File: config.mk
export PLATFORM = sky130hd
export DESIGN_NAME = i2c_target_regfile
export DESIGN_NICKNAME = d
export VERILOG_FILES = /design/src/rtl/i2c_target_pkg.sv /design/src/rtl/i2c_line_filter.sv /design/src/rtl/i2c_target_regfile.sv
export SDC_FILE = /design/constraint.sdc
export NUM_CORES = 1
export LEC_CHECK = 0
export CAP_MARGIN = 20
export CORE_MARGIN = 2
export CORE_UTILIZATION = 48
export CTS_CLUSTER_DIAMETER = 80
export DETAILED_ROUTE_END_ITERATION = 10
export PLACE_DENSITY = 0.77
export SETUP_SLACK_MARGIN = 0.05
export SYNTH_ARGS = -nofsm -noshare
export SYNTH_HDL_FRONTEND = slang
export SYNTH_SLANG_ARGS = --single-unit
File: constraint.sdc
create_clock -name clk -period 11.15 [get_ports clk]
set_input_delay 2.23 -clock clk [delete_from_list [all_inputs] [get_ports clk]]
set_output_delay 2.23 -clock clk [all_outputs]
set_load 0.005 [all_outputs]
File: src/rtl/i2c_target_pkg.sv
// Shared types and constants for the I2C register-file target.
// Latency: none, declarations only.
// Backpressure: none, declarations only.
package i2c_target_pkg;

    localparam int BYTE_W = 8;

    // SDA level seen on the ninth bit: low acknowledges, high refuses.
    localparam logic ACK  = 1'b0;
    localparam logic NACK = 1'b1;

    typedef enum logic [3:0] {
        ST_IDLE      = 4'd0,
        ST_ADDR      = 4'd1,
        ST_ADDR_ACK  = 4'd2,
        ST_PTR       = 4'd3,
        ST_PTR_ACK   = 4'd4,
        ST_WR_DATA   = 4'd5,
        ST_WR_ACK    = 4'd6,
        ST_RD_DATA   = 4'd7,
        ST_RD_ACK    = 4'd8,
        ST_WAIT_STOP = 4'd9
    } state_t;

endpackage

File: src/rtl/i2c_line_filter.sv
// Synchronizes one open-drain bus line, rejects glitches shorter than FILT_LEN clk, flags edges.
// Latency: 2 + FILT_LEN clk from pad change to level/rise/fall.
// Backpressure: none; free-running sampler.
module i2c_line_filter
    import i2c_target_pkg::*;
#(
    parameter int FILT_LEN = 4
) (
    input  logic clk,
    input  logic reset,
    input  logic line_in,
    output logic level,
    output logic rise,
    output logic fall
);

    localparam int               CNT_W    = $clog2(FILT_LEN + 1);
    localparam logic [CNT_W-1:0] CNT_LAST = CNT_W'(FILT_LEN - 1);

    logic             sync_a;
    logic             sync_b;
    logic [CNT_W-1:0] cnt;
    logic             accept;

    // The FILT_LEN-th consecutive sample that differs from the held level flips it.
    assign accept = (sync_b != level) && (cnt == CNT_LAST);

    // Two-flop synchronizer; an idle I2C line rests high.
    always_ff @(posedge clk or posedge reset) begin
        if (reset) begin
            sync_a <= 1'b1;
            sync_b <= 1'b1;
        end else begin
            sync_a <= line_in;
            sync_b <= sync_a;
        end
    end

    // Glitch filter: count differing samples, restart the count on any agreeing sample.
    always_ff @(posedge clk or posedge reset) begin
        if (reset) begin
            level <= 1'b1;
            cnt   <= '0;
            rise  <= 1'b0;
            fall  <= 1'b0;
        end else begin
            rise <= accept & sync_b;
            fall <= accept & ~sync_b;
            if (sync_b == level) begin
                cnt <= '0;
            end else if (accept) begin
                level <= sync_b;
                cnt   <= '0;
            end else begin
                cnt <= cnt + CNT_W'(1);
            end
        end
    end

endmodule

File: src/rtl/i2c_target_regfile.sv
// I2C target with an 8-bit register pointer and a byte register file (Versaclock-style map).
// Latency: bus events act 2 + FILT_LEN clk after the pad edge; writes land on the 8th SCL rise.
// Backpressure: none; SCL is never stretched, the master alone paces the bus.
module i2c_target_regfile
    import i2c_target_pkg::*;
#(
    parameter logic [6:0] I2C_ADDR = 7'h6A,
    parameter int         NUM_REGS = 32,
    parameter int         FILT_LEN = 4,
    parameter logic [7:0] RST_VAL  = 8'h00
) (
    input  logic                       clk,
    input  logic                       reset,
    input  logic                       scl_in,
    input  logic                       sda_in,
    output logic                       scl_oe,
    output logic                       sda_oe,
    output logic [NUM_REGS*BYTE_W-1:0] regs_out,
    output logic                       wr_strobe,
    output logic [BYTE_W-1:0]          wr_addr,
    output logic [BYTE_W-1:0]          wr_data,
    output logic                       busy
);

    localparam int         IDX_W   = (NUM_REGS > 1) ? $clog2(NUM_REGS) : 1;
    localparam logic [8:0] NREGS_9 = 9'(NUM_REGS);

    logic [BYTE_W-1:0] regs [NUM_REGS];
    state_t            state;
    logic [3:0]        bit_cnt;
    logic [BYTE_W-1:0] shreg;
    logic [BYTE_W-1:0] ptr;
    logic              rw;

    logic scl_lvl, scl_rise, scl_fall;
    logic sda_lvl, sda_rise, sda_fall;
    logic start_det, stop_det;
    logic in_range;
    logic [BYTE_W-1:0] ptr_next;
    logic [BYTE_W-1:0] rd_byte;
    logic [BYTE_W-1:0] shift_in;

    i2c_line_filter #(.FILT_LEN(FILT_LEN)) u_scl_filt (
        .clk     (clk),
        .reset   (reset),
        .line_in (scl_in),
        .level   (scl_lvl),
        .rise    (scl_rise),
        .fall    (scl_fall)
    );

    i2c_line_filter #(.FILT_LEN(FILT_LEN)) u_sda_filt (
        .clk     (clk),
        .reset   (reset),
        .line_in (sda_in),
        .level   (sda_lvl),
        .rise    (sda_rise),
        .fall    (sda_fall)
    );

    // SDA moving while SCL is high frames a transfer.
    assign start_det = sda_fall & scl_lvl;
    assign stop_det  = sda_rise & scl_lvl;

    // Pointer may be loaded beyond the map; such accesses read 0 and drop writes.
    assign in_range = {1'b0, ptr} < NREGS_9;
    assign ptr_next = ({1'b0, ptr} == NREGS_9 - 9'd1) ? '0 : ptr + 8'd1;
    assign rd_byte  = in_range ? regs[ptr[IDX_W-1:0]] : '0;
    assign shift_in = {shreg[6:0], sda_lvl};

    assign scl_oe = 1'b0;

    for (genvar g = 0; g < NUM_REGS; g++) begin : g_out
        assign regs_out[BYTE_W*g +: BYTE_W] = regs[g];
    end

    // Protocol FSM: START/STOP pre-empt any bit edge, data is sampled on SCL rise,
    // SDA drive only changes on SCL fall.
    always_ff @(posedge clk or posedge reset) begin
        if (reset) begin
            state     <= ST_IDLE;
            bit_cnt   <= '0;
            shreg     <= '0;
            ptr       <= '0;
            rw        <= 1'b0;
            sda_oe    <= 1'b0;
            busy      <= 1'b0;
            wr_strobe <= 1'b0;
            wr_addr   <= '0;
            wr_data   <= '0;
            for (int i = 0; i < NUM_REGS; i++) regs[i] <= RST_VAL;
        end else begin
            wr_strobe <= 1'b0;
            if (start_det) begin
                // Repeated START lands here too; the pointer is deliberately kept.
                state   <= ST_ADDR;
                bit_cnt <= '0;
                sda_oe  <= 1'b0;
                busy    <= 1'b1;
            end else if (stop_det) begin
                state   <= ST_IDLE;
                bit_cnt <= '0;
                sda_oe  <= 1'b0;
                busy    <= 1'b0;
            end else begin
                case (state)
                    ST_ADDR: begin
                        if (scl_rise) begin
                            shreg   <= shift_in;
                            bit_cnt <= bit_cnt + 4'd1;
                        end else if (scl_fall && bit_cnt == 4'd8) begin
                            if (shreg[7:1] == I2C_ADDR) begin
                                rw     <= shreg[0];
                                sda_oe <= 1'b1;
                                state  <= ST_ADDR_ACK;
                            end else begin
                                state <= ST_WAIT_STOP;
                            end
                        end
                    end
                    ST_ADDR_ACK: begin
                        if (scl_fall) begin
                            if (rw) begin
                                // The ACK falling edge also presents the first read bit.
                                shreg   <= {rd_byte[6:0], 1'b0};
                                sda_oe  <= ~rd_byte[7];
                                bit_cnt <= 4'd1;
                                state   <= ST_RD_DATA;
                            end else begin
                                sda_oe  <= 1'b0;
                                bit_cnt <= '0;
                                state   <= ST_PTR;
                            end
                        end
                    end
                    ST_PTR: begin
                        if (scl_rise) begin
                            shreg   <= shift_in;
                            bit_cnt <= bit_cnt + 4'd1;
                        end else if (scl_fall && bit_cnt == 4'd8) begin
                            ptr    <= shreg;
                            sda_oe <= 1'b1;
                            state  <= ST_PTR_ACK;
                        end
                    end
                    ST_WR_DATA: begin
                        if (scl_rise) begin
                            shreg   <= shift_in;
                            bit_cnt <= bit_cnt + 4'd1;
                            if (bit_cnt == 4'd7) begin
                                if (in_range) begin
                                    regs[ptr[IDX_W-1:0]] <= shift_in;
                                    wr_strobe <= 1'b1;
                                    wr_addr   <= ptr;
                                    wr_data   <= shift_in;
                                end
                                ptr <= ptr_next;
                            end
                        end else if (scl_fall && bit_cnt == 4'd8) begin
                            sda_oe <= 1'b1;
                            state  <= ST_WR_ACK;
                        end
                    end
                    ST_PTR_ACK, ST_WR_ACK: begin
                        if (scl_fall) begin
                            sda_oe  <= 1'b0;
                            bit_cnt <= '0;
                            state   <= ST_WR_DATA;
                        end
                    end
                    ST_RD_DATA: begin
                        if (scl_fall) begin
                            if (bit_cnt == 4'd8) begin
                                sda_oe <= 1'b0;
                                state  <= ST_RD_ACK;
                            end else begin
                                sda_oe  <= ~shreg[7];
                                shreg   <= {shreg[6:0], 1'b0};
                                bit_cnt <= bit_cnt + 4'd1;
                            end
                        end
                    end
                    ST_RD_ACK: begin
                        // Every byte handed to the master advances the pointer, even the
                        // NACKed last one, so a follow-up read resumes after it.
                        if (scl_rise) begin
                            ptr <= ptr_next;
                            if (sda_lvl != ACK) state <= ST_WAIT_STOP;
                        end else if (scl_fall) begin
                            shreg   <= {rd_byte[6:0], 1'b0};
                            sda_oe  <= ~rd_byte[7];
                            bit_cnt <= 4'd1;
                            state   <= ST_RD_DATA;
                        end
                    end
                    default: ;
                endcase
            end
        end
    end

endmodule

==> flow_results.org, run 1 <==
** Drt
- Wires add up to 45500 um.
- Post-route DRC :: 0
- The pre-antenna-repair detailed-routing pass consisted of 5 iterations.
- Once detail routing completed, the nets flagged for antenna violations numbered 0.
- Via density :: 6.11
- The detailed router placed about 11000 vias in this run.
- After detailed routing, the average wire length per cell comes to ~26 um.
- In this run, the number of DRC markers left after iteration 0 of detailed routing was 811.

** CTS
- Once the clock tree was built, the setup fixing pass inserted 0 buffers.
- The H-tree was split into 2 levels.
- Quantity of gates resized following cts :: 0
- The number of hold buffers added after CTS was 0.
- CTS clk-pin slew, worst paths :: around 0.06 ns
- Clock insertion delay at the later pin of the skew report :: about 0.52 ns
- Clock tree synthesis selected as its root buffer the cell sky130_fd_sc_hd__clkbuf_16.
- Total clock buffers created by CTS :: 35
- The clock passes through at most 3 buffers.
- Clock tree from TritonCTS :: yes
- Clock tree synthesis found a total of approximately 320 sinks.

** Critical path
- The critical path goes through clkdlybuf4s50_1 -> inv_8 -> buf_4 -> buf_4.
- Arrival time at the worst endpoint :: approximately 4.9 ns
- In this run the critical register-to-register path is launched from ptr[1].
- CP Class :: input port to asynchronous set/reset pin
- Together, buffers and inverters on the worst path number 4.
- STA classifies the critical path endpoint as an asynchronous set/reset pin.
- In this design, the stage delay of the slowest critical-path cell is around 0.73 ns.
- Crit path top cell by count :: sky130_fd_sc_hd__buf_4
- Data on the critical path is required at its endpoint by about 12 ns.
- On the critical path the largest part of the delay comes from buffers and inverters.
- Slowest cell on the critical path :: sky130_fd_sc_hd__buf_4
- Crit. Startpoint :: reset
- Kind of start point of the critical path :: input port
- In this run the worst path has a maximum fanout of 142.

** Place
- DP Area :: roughly 18000 sq um
- Before CTS, the worst setup slack after placement is a little over 6 ns.
- Total of buffers placed on input and output ports :: about 280
- The congestion estimate from routability-driven global placement came to 0.859.
- The wire-length estimate of the detail-placed layout is 30800 um.

** Synth
- Synthesis-stage register bit count :: around 320
- Of the total synthesized cell area, the portion taken by XOR and XNOR cells is 0.00117.
- Top flip-flop cell by instance count after synthesis :: sky130_fd_sc_hd__dfrtp_1
- After synthesis the cells add up to between 10000 and 15000 sq um.
- Of all cell types, the one taking the most synthesized area is sky130_fd_sc_hd__dfrtp_1.
- Yosys mapped a number of flops with a built-in enable equal to 0.
- For this run, the register share of the synthesized area comes to 0.529.
- Mux share of post-synthesis cell area :: 0.307
- Yosys warning total :: 0
- Averaged over all synthesized cells, the footprint is roughly 14 sq um.
- Of the total synthesized cell area, the portion taken by full adders, half adders and majority gates is 0.00668.
- Post-synth net total :: ~1100
- Area contributors post-synth :: sky130_fd_sc_hd__dfrtp_1 52%, sky130_fd_sc_hd__mux2_2 22%, sky130_fd_sc_hd__mux4_2 8.6%, sky130_fd_sc_hd__nand3_2 1.9%, sky130_fd_sc_hd__a22oi_1 1.8%
- After synthesis, the largest family of logic cells by area is multiplexers.
- The synthesized-area fraction occupied by ao, oa, aoi and oai cells came to 0.0597.
- Synthesis instantiated between 60 and 70 different standard cells from the library.
- Synthesis produced a netlist whose cell count is between 1000 and 1500.
- Of the total synthesized cell area, the portion taken by AND, OR, NAND and NOR gates is 0.0686.
- Async S/R FF share, synth :: 1.00
- Fraction of synthesized cell area taken by the top area cell type :: 0.518

** Timing
- Setup total negative slack on the finished layout was measured at 0 ns.
- At the pin with the least slew margin, the transition time is between 1 and 1.5 ns.
- Headroom to the max-slew limit came out at 0.230.
- Worst-case setup margin in the final layout :: roughly 6.8 ns
- The clock arrives with roughly 0.024 ns of skew.
- Timing would allow up to 0.232 GHz.
- Final Hold Vio Count :: 0
- The worst path in the final design needs a cycle of around 4.3 ns, including I/O delays and setup.
- Hold slack :: ~0.36 ns
- Part of the cycle the worst path needs :: 0.386
- The max-slew violation count came to 0.
- Setup repair after global routing missed its margin :: false
- Endpoints failing setup :: 0

** Die
- Number of top-level pins :: 280
- For this configuration, the core starts out at a cell density of 0.488.
- In this run the vertical extent of the chip is about 180 um.
- Floorplan row count :: 64
- Chip width :: between 150 and 200 um
- Total die area :: ~33000 sq um
- Core outline area :: between 30000 and 40000 sq um

** Cells and area
- Layout net count :: 1314
- Once layout is done, the placed cells without fillers occupy slightly below 20000 sq um.
- The number of antenna diodes in the final layout is 0.
- Share of layout cells above drive strength 1 :: 0.350
- Relative to the synthesized area, the layout overhead comes to 28.3%.

** GRT
- Number of antenna violations at the first check in global routing :: 0
- The number of global-route vias before repair was around 11000.
- In the global route stage, overall resource usage came out at 0.275.
- The first global-routing pass estimated ~68000 um of wire.
- Pin count of the biggest net entering global routing :: 143
- Total global routing overflow :: 0

** Pwr
- Part of the power in combinational logic :: 0.135
- Total power density per cell area :: ~150 nW/um^2
- Leakage power :: about 0.0086 uW
- Net load switching power :: just under 800 uW
- Part of the power in registers :: 0.452
- Worst supply voltage drop on vdd :: ~130 uV
- Clk pwr share :: 0.413
- Switching part of the total power :: 0.282
- Cell internal power was estimated by the tool at between 2000 and 2500 uW.
- Total power :: between 2000 and 3000 uW

** Worst hold path
- In this run the most critical hold path is launched from u_sda_filt.sync_a.
- Class of the tightest hold or removal check :: register to register

** Outcome
- Status :: complete, no violations

** Job
- Number of max-cap violations :: 0
final timing paths:
path | end | slack [ns] | depth (start not counted)
hold reg to reg | u_sda_filt.sync_b | 0.36 | 0
setup / recovery | regs_out[57] | 6.84 | 4
max in group clk | regs_out[55] | 7.39 | 1
min in group asynchronous | u_sda_filt.cnt[2] | 2.34 | 2
setup reg to reg | ptr[1] | 7.76 | 7
hold / removal | u_sda_filt.sync_b | 0.36 | 0
sequential cells by signal, summed over array words and instances, names as in the netlist, 3 cells and up:
name	cells
wr_data	8
bit_cnt	4
ptr	8
u_sda_filt.cnt	3
u_scl_filt.cnt	3
wr_addr	8
state	4
shreg	8
regs_out	256
kinds of logic after synthesis:
| family | count (synthesis) |
|---|---|
| AND/OR/NAND/NOR | 148 |
| other | 1 |
| adder cells (fa/ha/maj) | 8 |
| flip-flops | 316 |
| AO/OA/AOI/OAI | 131 |
| multiplexers | 351 |
| buffers and inverters | 100 |
| XOR/XNOR | 2 |
cell type report:
type | count | area (sq um)
clock buffer | 53 | 1030
clock inverter | 7 | 104
fill | 2323 | 11500
inverter | 13 | 56.3
multi-input combinational | 641 | 6660
sequential | 316 | 7920
tap | 396 | 495
timing repair buffer | 295 | 2950
cell usage after synthesis, drive strengths merged, types with 2 or more instances:
cell type / n
nor2: 12
dfrtp: 310
xnor2: 2
and3: 5
o221ai: 3
nor3b: 12
o22ai: 2
nor4: 2
o221a: 2
a21oi: 21
o2bb2ai: 2
buf: 36
o21ai: 28
and3b: 4
nand2: 17
mux4: 57
o41ai: 2
nor3: 13
ha: 8
nand4: 10
a31oi: 6
nor2b: 9
a211oi: 4
inv: 13
nand3b: 4
nand2b: 6
nand4b: 3
or3: 2
a22oi: 35
mux2: 294
a221oi: 5
o211ai: 3
nand3: 43
and2: 2
dfstp: 6
clkbuf: 51
a21boi: 2
o21a: 2
a22o: 8
placed cells by master, fill, tap and decap left out, drive strengths merged, types with 4 or more instances in the layout:
cell type,synthesis,final
a211oi,4,4
a21oi,21,21
a221oi,5,5
a22o,8,8
a22oi,35,35
a31oi,6,6
and3,5,5
and3b,4,4
buf,36,17
clkbuf,51,53
clkdlybuf4s50,0,278
dfrtp,310,310
dfstp,6,6
ha,8,8
inv,13,15
mux2,294,294
mux4,57,57
nand2,17,17
nand2b,6,6
nand3,43,43
nand3b,4,4
nand4,10,10
nor2,12,12
nor2b,9,9
nor3,13,13
nor3b,12,12
o21ai,28,28
routing by layer:
layer / vias up / part of all wire / global-route usage
li1: 4483 / - / -
met1: 5519 / 0.41 / 0.368
met2: 425 / 0.49 / 0.446
met3: 84 / 0.072 / 0.0562
met4: 0 / 0.033 / 0.0990
met5: - / 0 / 0
per-stage QoR:
step | utilization | cells
after global placement | 0.588 | 1659
after CTS | 0.625 | 1719
after detailed placement | 0.588 | 1659
final | 0.627 | 1721
after global routing | 0.627 | 1721
after floorplan | - | 1057
power groups by stage:
stage	combinational [uW]	sequential [uW]	clock, uW
6_report	377	1260	1150
5_1_grt	407	1270	1210
4_1_cts	373	1260	1160
3_5_place_dp	371	1280	0
3_3_place_gp	368	1280	0
2_1_floorplan	322	1210	0
Power figures use the tool's default switching activity.
==> run 2: changes to the inputs <==
==> constraint.sdc (replaced) <==
create_clock -name clk -period 3.9 [get_ports clk]
set_input_delay 0.78 -clock clk [delete_from_list [all_inputs] [get_ports clk]]
set_output_delay 0.78 -clock clk [all_outputs]
set_load 0.005 [all_outputs]
==> run 2 against run 1 <==
Count of clock-buffer cells in the layout shrank 4. Worst hold slack gained 0.0026 ns. Design area grew 0.71%. Cell count grew 0.87%. Setup slack lost 5.9 ns. Routed wire length grew 6.4%. Die area is the same. Sequential share of layout area shrank 0.29 points. Via count grew 4.4%. Register-to-register slack lost 6.8 ns. Non-clock buffer count grew 14. Sequential cell count is the same.
==> flow_results.org, run 2 (synthesis gave the netlist of run 1 again) <==
** Timing
- Timing would allow up to 0.342 GHz.
- The minimum setup slack in the final design was 0.975 ns (was 6.84 ns).
- Pin slew with the least headroom to its limit :: 1.04 ns (was 1.15 ns)
- Part of the cycle the worst path needs :: 0.750
- The post-route clock skew is 0.0238 ns (was 0.0241 ns).
- The smallest clock period supported by the final layout is computed as approximately 2.9 ns.
- The total setup violations reported at the end of the flow came to 0 (unchanged).
- Slew Viols, Final :: 0 (unchanged)
- The count of endpoints failing hold in the final timing report was 0 (unchanged).
- Setup repair after global routing missed its margin :: false (unchanged)
- The relative slew slack is 0.303 (was 0.230).

** Cells and area
- Commonest cells after routing, fill and taps aside :: 308 x sky130_fd_sc_hd__dfrtp_1, 288 x sky130_fd_sc_hd__mux2_2, 278 x sky130_fd_sc_hd__clkdlybuf4s50_1 (unchanged)
- Share of layout cells above drive strength 1 :: 0.358 (was 0.350)
- Area delta synth->final :: 29.3% (was 28.3%)
- The end-of-flow core utilization is 0.631 (was 0.627).
- Number of cells in the finished layout apart from fillers :: 1736 (was 1721)
- Cell area after layout :: 19400 sq um (was 19200 sq um)
- The commonest non-fill, non-tap cell in the layout is sky130_fd_sc_hd__dfrtp_1 (unchanged).
- The number of flip-flops under the largest register name came to 256 (unchanged).
- Layout net count :: 1328 (was 1314)
- Diode count :: 0 (unchanged)

** Place
- The number of placed instances, taps included came to 1674 (was 1659).
- The number of buffers inserted by port buffering was 278 (unchanged).
- DP Area :: 18200 sq um (was 18000 sq um)
- Placer's final routability congestion estimate :: 0.887 (was 0.859)
- The minimum setup slack after placement was 0.996 ns (was 6.22 ns).
- The final HPWL from detailed placement is 33600 um (was 30800 um).

** Die
- The die extent in y is 181 um (unchanged).
- Total die area :: 32600 sq um (unchanged)
- The number of standard-cell rows in the floorplan came to 64 (unchanged).
- The chip width is 181 um (unchanged).
- The I/O pin count was 280 (unchanged).
- Initial core utilization :: 0.488 (unchanged)
- Core outline area :: 30700 sq um (unchanged)

** GRT
- Number of antenna violations at the first check in global routing :: 0 (unchanged)
- The total global-route track usage was 0.297 (was 0.275).
- Pin count of the biggest net entering global routing :: 100 (was 143)
- The number of global-route vias before repair came to 11300 (was 10800).
- First-pass GRT wire length :: 73800 um (was 68100 um)
- The total congestion overflow came to 0 (unchanged).

** Drt
- The count of antenna-violating nets left after detailed routing was 0 (unchanged).
- The ratio of routed vias to standard cells was 6.32 (was 6.11).
- Count of vias placed by the detailed router :: 11000 (was 10500)
- Iteration count of the initial detailed-routing pass :: 6 (was 5)
- Number of DRC violations after detailed-routing iteration 0 :: 904 (was 811)
- Amount of wire on met3 after detailed routing :: 3880 um (was 3290 um)
- Detailed-routed wire length on met2 :: 23500 um (was 22100 um)
- The total routed wire length on the met1 layer came to 19500 um (was 18600 um).
- The average wire length per cell after detail routing was 27.9 um (was 26.4 um).
- The DRC violation count after routing was 0 (unchanged).
- Total length of routed wires :: 48400 um (was 45500 um)
- The uppermost layer routed was met4 (unchanged).

** Pwr
- The total power of the final layout came to 8020 uW (was 2790 uW).
- The worst voltage drop across the vdd grid came to 270 uV (was 133 uV).
- The switching power total came to 2310 uW (was 787 uW).
- The design internal power was 5710 uW (was 2000 uW).
- Total power density per cell area :: 414 nW/um^2 (was 145 nW/um^2)
- Clk pwr share :: 0.410 (was 0.413)
- Switching part of the total power :: 0.288 (was 0.282)
- The leakage power total was 0.00869 uW (was 0.00861 uW).
- The part of the total power dissipated in sequential elements came to 0.450 (was 0.452).
- Part of the power in combinational logic :: 0.141 (was 0.135)

** CTS
- The clock sink count is 316 (unchanged).
- Hold-fix buffers, CTS :: 0 (unchanged)
- The total CTS buffers was 35 (unchanged).
- The count of cells resized by post-cts repair was 0 (unchanged).
- The maximum root-to-sink buffer count was 3 (unchanged).
- Post-CTS Repair Setup Buffers :: 0 (unchanged)
- The clock insertion delay at the later pin of the skew report came to 0.54 ns (was 0.52 ns).
- CTS clk-pin slew, worst paths :: 0.06 ns (about the same)
- CTS Root Buffer Type :: sky130_fd_sc_hd__clkbuf_16 (unchanged)
- H-tree depth reported by CTS :: 2 (unchanged)
- The CTS tree was yes (unchanged).

** Worst hold path
- Startpoint of the lowest-slack hold path :: u_scl_filt.sync_a (was u_sda_filt.sync_a)
- The endpoint of the worst hold path was u_scl_filt.sync_b (was u_sda_filt.sync_b).
- The class of the most critical hold timing path is register to register (unchanged).
- Cell depth of the worst min-delay path :: 0 (unchanged)

** Critical path
- The category of the worst setup path launch point is a register (was input port).
- Reg2Reg Setup Slack :: 0.98 ns (was 7.76 ns)
- The kind of end point of the critical path is a register (was asynchronous set/reset pin).
- The stage delay of the slowest cell on the critical path is 0.86 ns (was 0.73 ns).
- Reg2Reg Depth :: 6 (was 7)
- The critical path class is register to register (was input port to asynchronous set/reset pin).
- The maximum fanout along the worst path is 34 (was 142).
- The cell with the biggest individual delay on the critical path is sky130_fd_sc_hd__dfrtp_4 (was sky130_fd_sc_hd__buf_4).
- The required time reported for the critical path endpoint is 4.32 ns (was 11.76 ns).
- The origin of the critical flop-to-flop path was ptr[0] (was ptr[1]).
- Sequence of cells on the critical path :: buf_4 -> mux4_2 -> a22oi_1 -> nand4_1 -> a22o_1 -> mux2_2 (was clkdlybuf4s50_1 -> inv_8 -> buf_4 -> buf_4)
- The data arrival time of the critical path came to 3.35 ns (was 4.92 ns).
- R2R Path End :: shreg[2] (was ptr[1])

** Job
- The reported max-cap violation count is 0 (unchanged).

** Outcome
- Status: complete, no violations (unchanged).
-- run 2: routing by layer --
| metal | vias up | track usage |
|---|---|---|
| li1 | 4501 | - |
| met1 | 5782 | 0.415 |
| met2 | 601 | 0.473 |
| met3 | 89 | 0.0568 |
| met4 | 0 | 0.0935 |
| met5 | - | 0 |
-- run 2: through the flow --
stage | TNS [ns] | hold WS (ns)
6_report | 0 | 0.364
5_1_grt | 0 | 0.370
4_1_cts | 0 | 0.365
3_5_place_dp | 0 | 0.353
3_3_place_gp | 0 | 0.348
2_1_floorplan | -336.64 | 0.345
-- run 2: layout make-up --
cell class | instances | area, sq um
multi-input combinational | 641 | 6660
fill | 2337 | 11300
clock buffer | 49 | 988
inverter | 13 | 52.6
sequential | 316 | 7920
timing repair buffer | 309 | 3080
tap | 396 | 495
clock inverter | 12 | 158
-- run 2: worst max path at each step --
stage | cells past startpoint | slack [ns] | end | startpoint
3_3_place_gp | 6 | 1.05 | shreg[6] | ptr[0]
2_1_floorplan | 1 | -1.09 | bit_cnt[0] | reset
3_5_place_dp | 6 | 1.0 | shreg[2] | ptr[0]
4_1_cts | 6 | 0.99 | shreg[2] | ptr[0]
6_report | 6 | 0.98 | shreg[2] | ptr[0]
5_1_grt | 6 | 0.91 | shreg[2] | ptr[0]
-- run 2: critical path, delay by kind of cell (launching register included) --
| kind | cells | cell delay (ns) |
|---|---|---|
| DFF | 1 | 0.86 |
| muxes | 2 | 0.82 |
| AOI/OAI and AO/OA | 2 | 0.58 |
| buffers and inverters | 1 | 0.38 |
| and+or+nand+nor | 1 | 0.15 |
-- run 2: power groups by stage --
| stage | clock (uW) | combinational, uW | sequential, uW |
|---|---|---|---|
| after CTS | 3320 | 1120 | 3600 |
| final | 3280 | 1130 | 3610 |
| after global routing | 3460 | 1210 | 3620 |
| after detailed placement | 0 | 1110 | 3660 |
| after global placement | 0 | 1090 | 3650 |
| after floorplan | 0 | 921 | 3470 |
==> run 3: changes to the inputs <==
--- a/config.mk
+++ b/config.mk
@@ -7,7 +7,7 @@
 export LEC_CHECK = 0
 export CAP_MARGIN = 20
 export CORE_MARGIN = 2
-export CORE_UTILIZATION = 48
+export CORE_UTILIZATION = 50
 export CTS_CLUSTER_DIAMETER = 80
 export DETAILED_ROUTE_END_ITERATION = 10
 export PLACE_DENSITY = 0.77
==> constraint.sdc (replaced) <==
create_clock -name clk -period 3.05 [get_ports clk]
set_input_delay 0.61 -clock clk [delete_from_list [all_inputs] [get_ports clk]]
set_output_delay 0.61 -clock clk [all_outputs]
set_load 0.005 [all_outputs]
==> run 3 against run 2 <==
Cell count grew 0.23%. Sequential share of layout area shrank 0.18 points. Utilization up 2.7 points. Routed wire length decreased by 3.8%. Fmax rose by 1.3%. First-iteration DRC count increased by 10%. Setup slack lost 0.81 ns. Clock power increased by 31%. Clock skew shrank 0.0020 ns. Critical endpoint is now shreg[3].
==> flow_results.org, run 3 (synthesis gave the netlist of run 1 again) <==
** CTS
- The quantity of hold-fixing buffers added after cts was 0 (unchanged).
- The library cell used as clock root buffer is sky130_fd_sc_hd__clkbuf_16 (unchanged).
- Clock Sinks :: 316 (unchanged)
- The CTS clock-pin slew for the worst setup and hold paths was 0.06 ns (about the same).
- H-tree depth reported by CTS :: 2 (unchanged)
- Buffers from clock root to sink, at most :: 3 (unchanged)
- Post-CTS Repair Setup Buffers :: 0 (unchanged)
- The clock insertion delay at the later pin of the skew report is 0.53 ns (was 0.54 ns).
- The CTS tree is yes (unchanged).
- Total clock buffers created by CTS :: 35 (unchanged)
- Quantity of gates resized following cts :: 0 (unchanged)

** Timing
- Final Hold Vio Count :: 0 (unchanged)
- Pin slew with the least headroom to its limit :: 0.907 ns (was 1.04 ns)
- Fmax :: 0.346 GHz (was 0.342 GHz)
- The shortest period the worst path allows came to 2.89 ns (was 2.92 ns).
- Slew Viols, Final :: 0 (unchanged)
- The worst hold margin came to 0.358 ns (was 0.364 ns).
- Endpoints failing setup :: 0 (unchanged)
- Headroom to the max-slew limit :: 0.393 (was 0.303)
- Setup repair after global routing missed its margin: false (unchanged).
- The post-route clock skew came to 0.0219 ns (was 0.0238 ns).
- Part of the cycle the worst path needs :: 0.946 (was 0.750)

** Drt
- Post-route DRC :: 0 (unchanged)
- The ratio of routed vias to standard cells came to 6.18 (was 6.32).
- The count of antenna-violating nets left after detailed routing came to 0 (unchanged).
- Count of vias placed by the detailed router :: 10800 (was 11000)
- The number of search-and-repair iterations in the first detailed-routing pass was 7 (was 6).
- The violation count after the first detailed-route iteration is 997 (was 904).
- Total length of routed wires :: 46500 um (was 48400 um)
- Average wire per cell in the routed design :: 26.7 um (was 27.9 um)

** Die
- The placeable core area was 29600 sq um (was 30700 sq um).
- Floorplan row count :: 63 (was 64)
- The chip width is 177 um (was 181 um).
- The die extent in y came to 177 um (was 181 um).
- The I/O pin count was 280 (unchanged).
- Initial core utilization :: 0.507 (was 0.488)
- The total die area came to 31300 sq um (was 32600 sq um).

** Job
- The reported max-cap violation count came to 0 (unchanged).

** Cells and area
- Area delta synth->final :: 29.8% (was 29.3%)
- Most frequent standard cell in the layout excluding fill and tap cells :: sky130_fd_sc_hd__dfrtp_1 (unchanged)
- The antenna diode instance count was 0 (unchanged).
- The end-of-flow core utilization is 0.658 (was 0.631).
- The layout cell share with drive strength beyond 1 is 0.364 (was 0.358).
- Commonest cells after routing, fill and taps aside :: 308 x sky130_fd_sc_hd__dfrtp_1, 288 x sky130_fd_sc_hd__mux2_2, 278 x sky130_fd_sc_hd__clkdlybuf4s50_1 (unchanged)
- The number of nets in the finished design is 1337 (was 1328).
- Flip-flop count of the largest register after layout :: 256 (unchanged)

** Critical path
- The cell with the biggest individual delay on the critical path was sky130_fd_sc_hd__dfrtp_4 (unchanged).
- The category of the worst setup path launch point is a register (unchanged).
- Count of buffer and inverter cells on the critical path :: 1 (unchanged)
- Reg2Reg Depth :: 6 (unchanged)
- The stage delay of the slowest cell on the critical path was 0.81 ns (was 0.86 ns).
- The kind of end point of the critical path is a register (unchanged).
- The maximum fanout along the worst path was 32 (was 34).
- Sequence of cells on the critical path: buf_12 -> mux4_2 -> a22oi_1 -> nand4_1 -> a22o_1 -> mux2_2 (was buf_4 -> mux4_2 -> a22oi_1 -> nand4_1 -> a22o_1 -> mux2_2).
- The critical path class was register to register (unchanged).
- Crit path depth :: 6 (unchanged)
- Arrival time at the worst endpoint :: 3.30 ns (was 3.35 ns)
- Worst endpoint required time :: 3.46 ns (was 4.32 ns)
- Family of cells with the greatest summed delay on the critical path :: multiplexers (was flip-flops)

** GRT
- Global-route usage over all layers :: 0.300 (was 0.297)
- The number of global-route vias before repair was 10900 (was 11300).
- Total global routing overflow :: 0 (unchanged)
- Pin count of the biggest net entering global routing :: 106 (was 100)
- The number of antenna violations at the first check in global routing is 0 (unchanged).
- The global-route wire length before repair is 69600 um (was 73800 um).

** Pwr
- Leakage power :: 0.00875 uW (was 0.00869 uW)
- The total power of the final layout is 10400 uW (was 8020 uW).
- The worst voltage drop across the vdd grid was 407 uV (was 270 uV).
- Total power density per cell area :: 536 nW/um^2 (was 414 nW/um^2)

** Place
- Total of buffers placed on input and output ports :: 278 (unchanged)
- The routability congestion estimate from global placement came to 0.889 (was 0.887).
- Final HPWL from detailed placement :: 32100 um (was 33600 um)

** Worst hold path
- The class of the most critical hold timing path was register to register (unchanged).
- Cell depth of the worst min-delay path :: 0 (unchanged)

** Outcome
- Status :: complete, no violations (unchanged)
run 3: cell count changes in the layout (fill, tap and decap cells not counted), sizes merged:
cell	before	now
buf	31	40
bufinv	2	3
inv	14	13
clkbuf	49	50
run 3: report_power, final:
group | leakage, uW | total (uW) | internal [uW] | switching [uW]
clock network | 0.000583 | 4310 | 2600 | 1720
registers | 0.00437 | 4570 | 4310 | 260
logic | 0.00380 | 1540 | 580 | 955
run 3: metal layers:
layer  GRT usage  up-vias  wire length [um]
met2       0.471      523             22400
met4      0.0975        0              1330
met3      0.0696       85              3780
met1       0.414     5628             19000
met5           0        -                 0
li1            -     4518                 -
run 3: cell type report:
class / count / area (sq um)
Fill cell: 2166 / 10100
Timing Repair Buffer: 318 / 3150
Tap cell: 390 / 488
Sequential cell: 316 / 7920
Multi-Input combinational cell: 641 / 6660
Clock inverter: 12 / 150
Clock buffer: 50 / 1020
Inverter: 13 / 52.6
run 3: worst paths after layout:
path | startpoint | slack (ns) | to
min reg2reg | u_scl_filt.sync_a | 0.36 | u_scl_filt.sync_b
min in group asynchronous | reset | 0.50 | regs_out[209]
max in group asynchronous | reset | 1.86 | regs_out[44]
max reg2reg | ptr[0] | 0.16 | shreg[3]
min | u_scl_filt.sync_a | 0.36 | u_scl_filt.sync_b
max | ptr[0] | 0.16 | shreg[3]
run 3: worst register-to-register path: stages (launching register included):
cell and delay, ns:
sky130_fd_sc_hd__dfrtp_4 0.81, sky130_fd_sc_hd__buf_12 0.33, sky130_fd_sc_hd__mux4_2 0.58, sky130_fd_sc_hd__a22oi_1 0.43, sky130_fd_sc_hd__nand4_1 0.14, sky130_fd_sc_hd__a22o_1 0.22
sky130_fd_sc_hd__mux2_2 0.27
run 3: stage by stage:
stage / area [sq um] / setup slack [ns] / cells / setup TNS (ns)
3_5_place_dp: 18300 / 0.219 / 1678 / 0
3_3_place_gp: 18300 / 0.251 / 1678 / 0
5_1_grt: 19400 / 0.0935 / 1740 / 0
6_report: 19400 / 0.164 / 1740 / 0
2_1_floorplan: 15000 / -1.77 / 1057 / -551.23
4_1_cts: 19400 / 0.229 / 1740 / 0
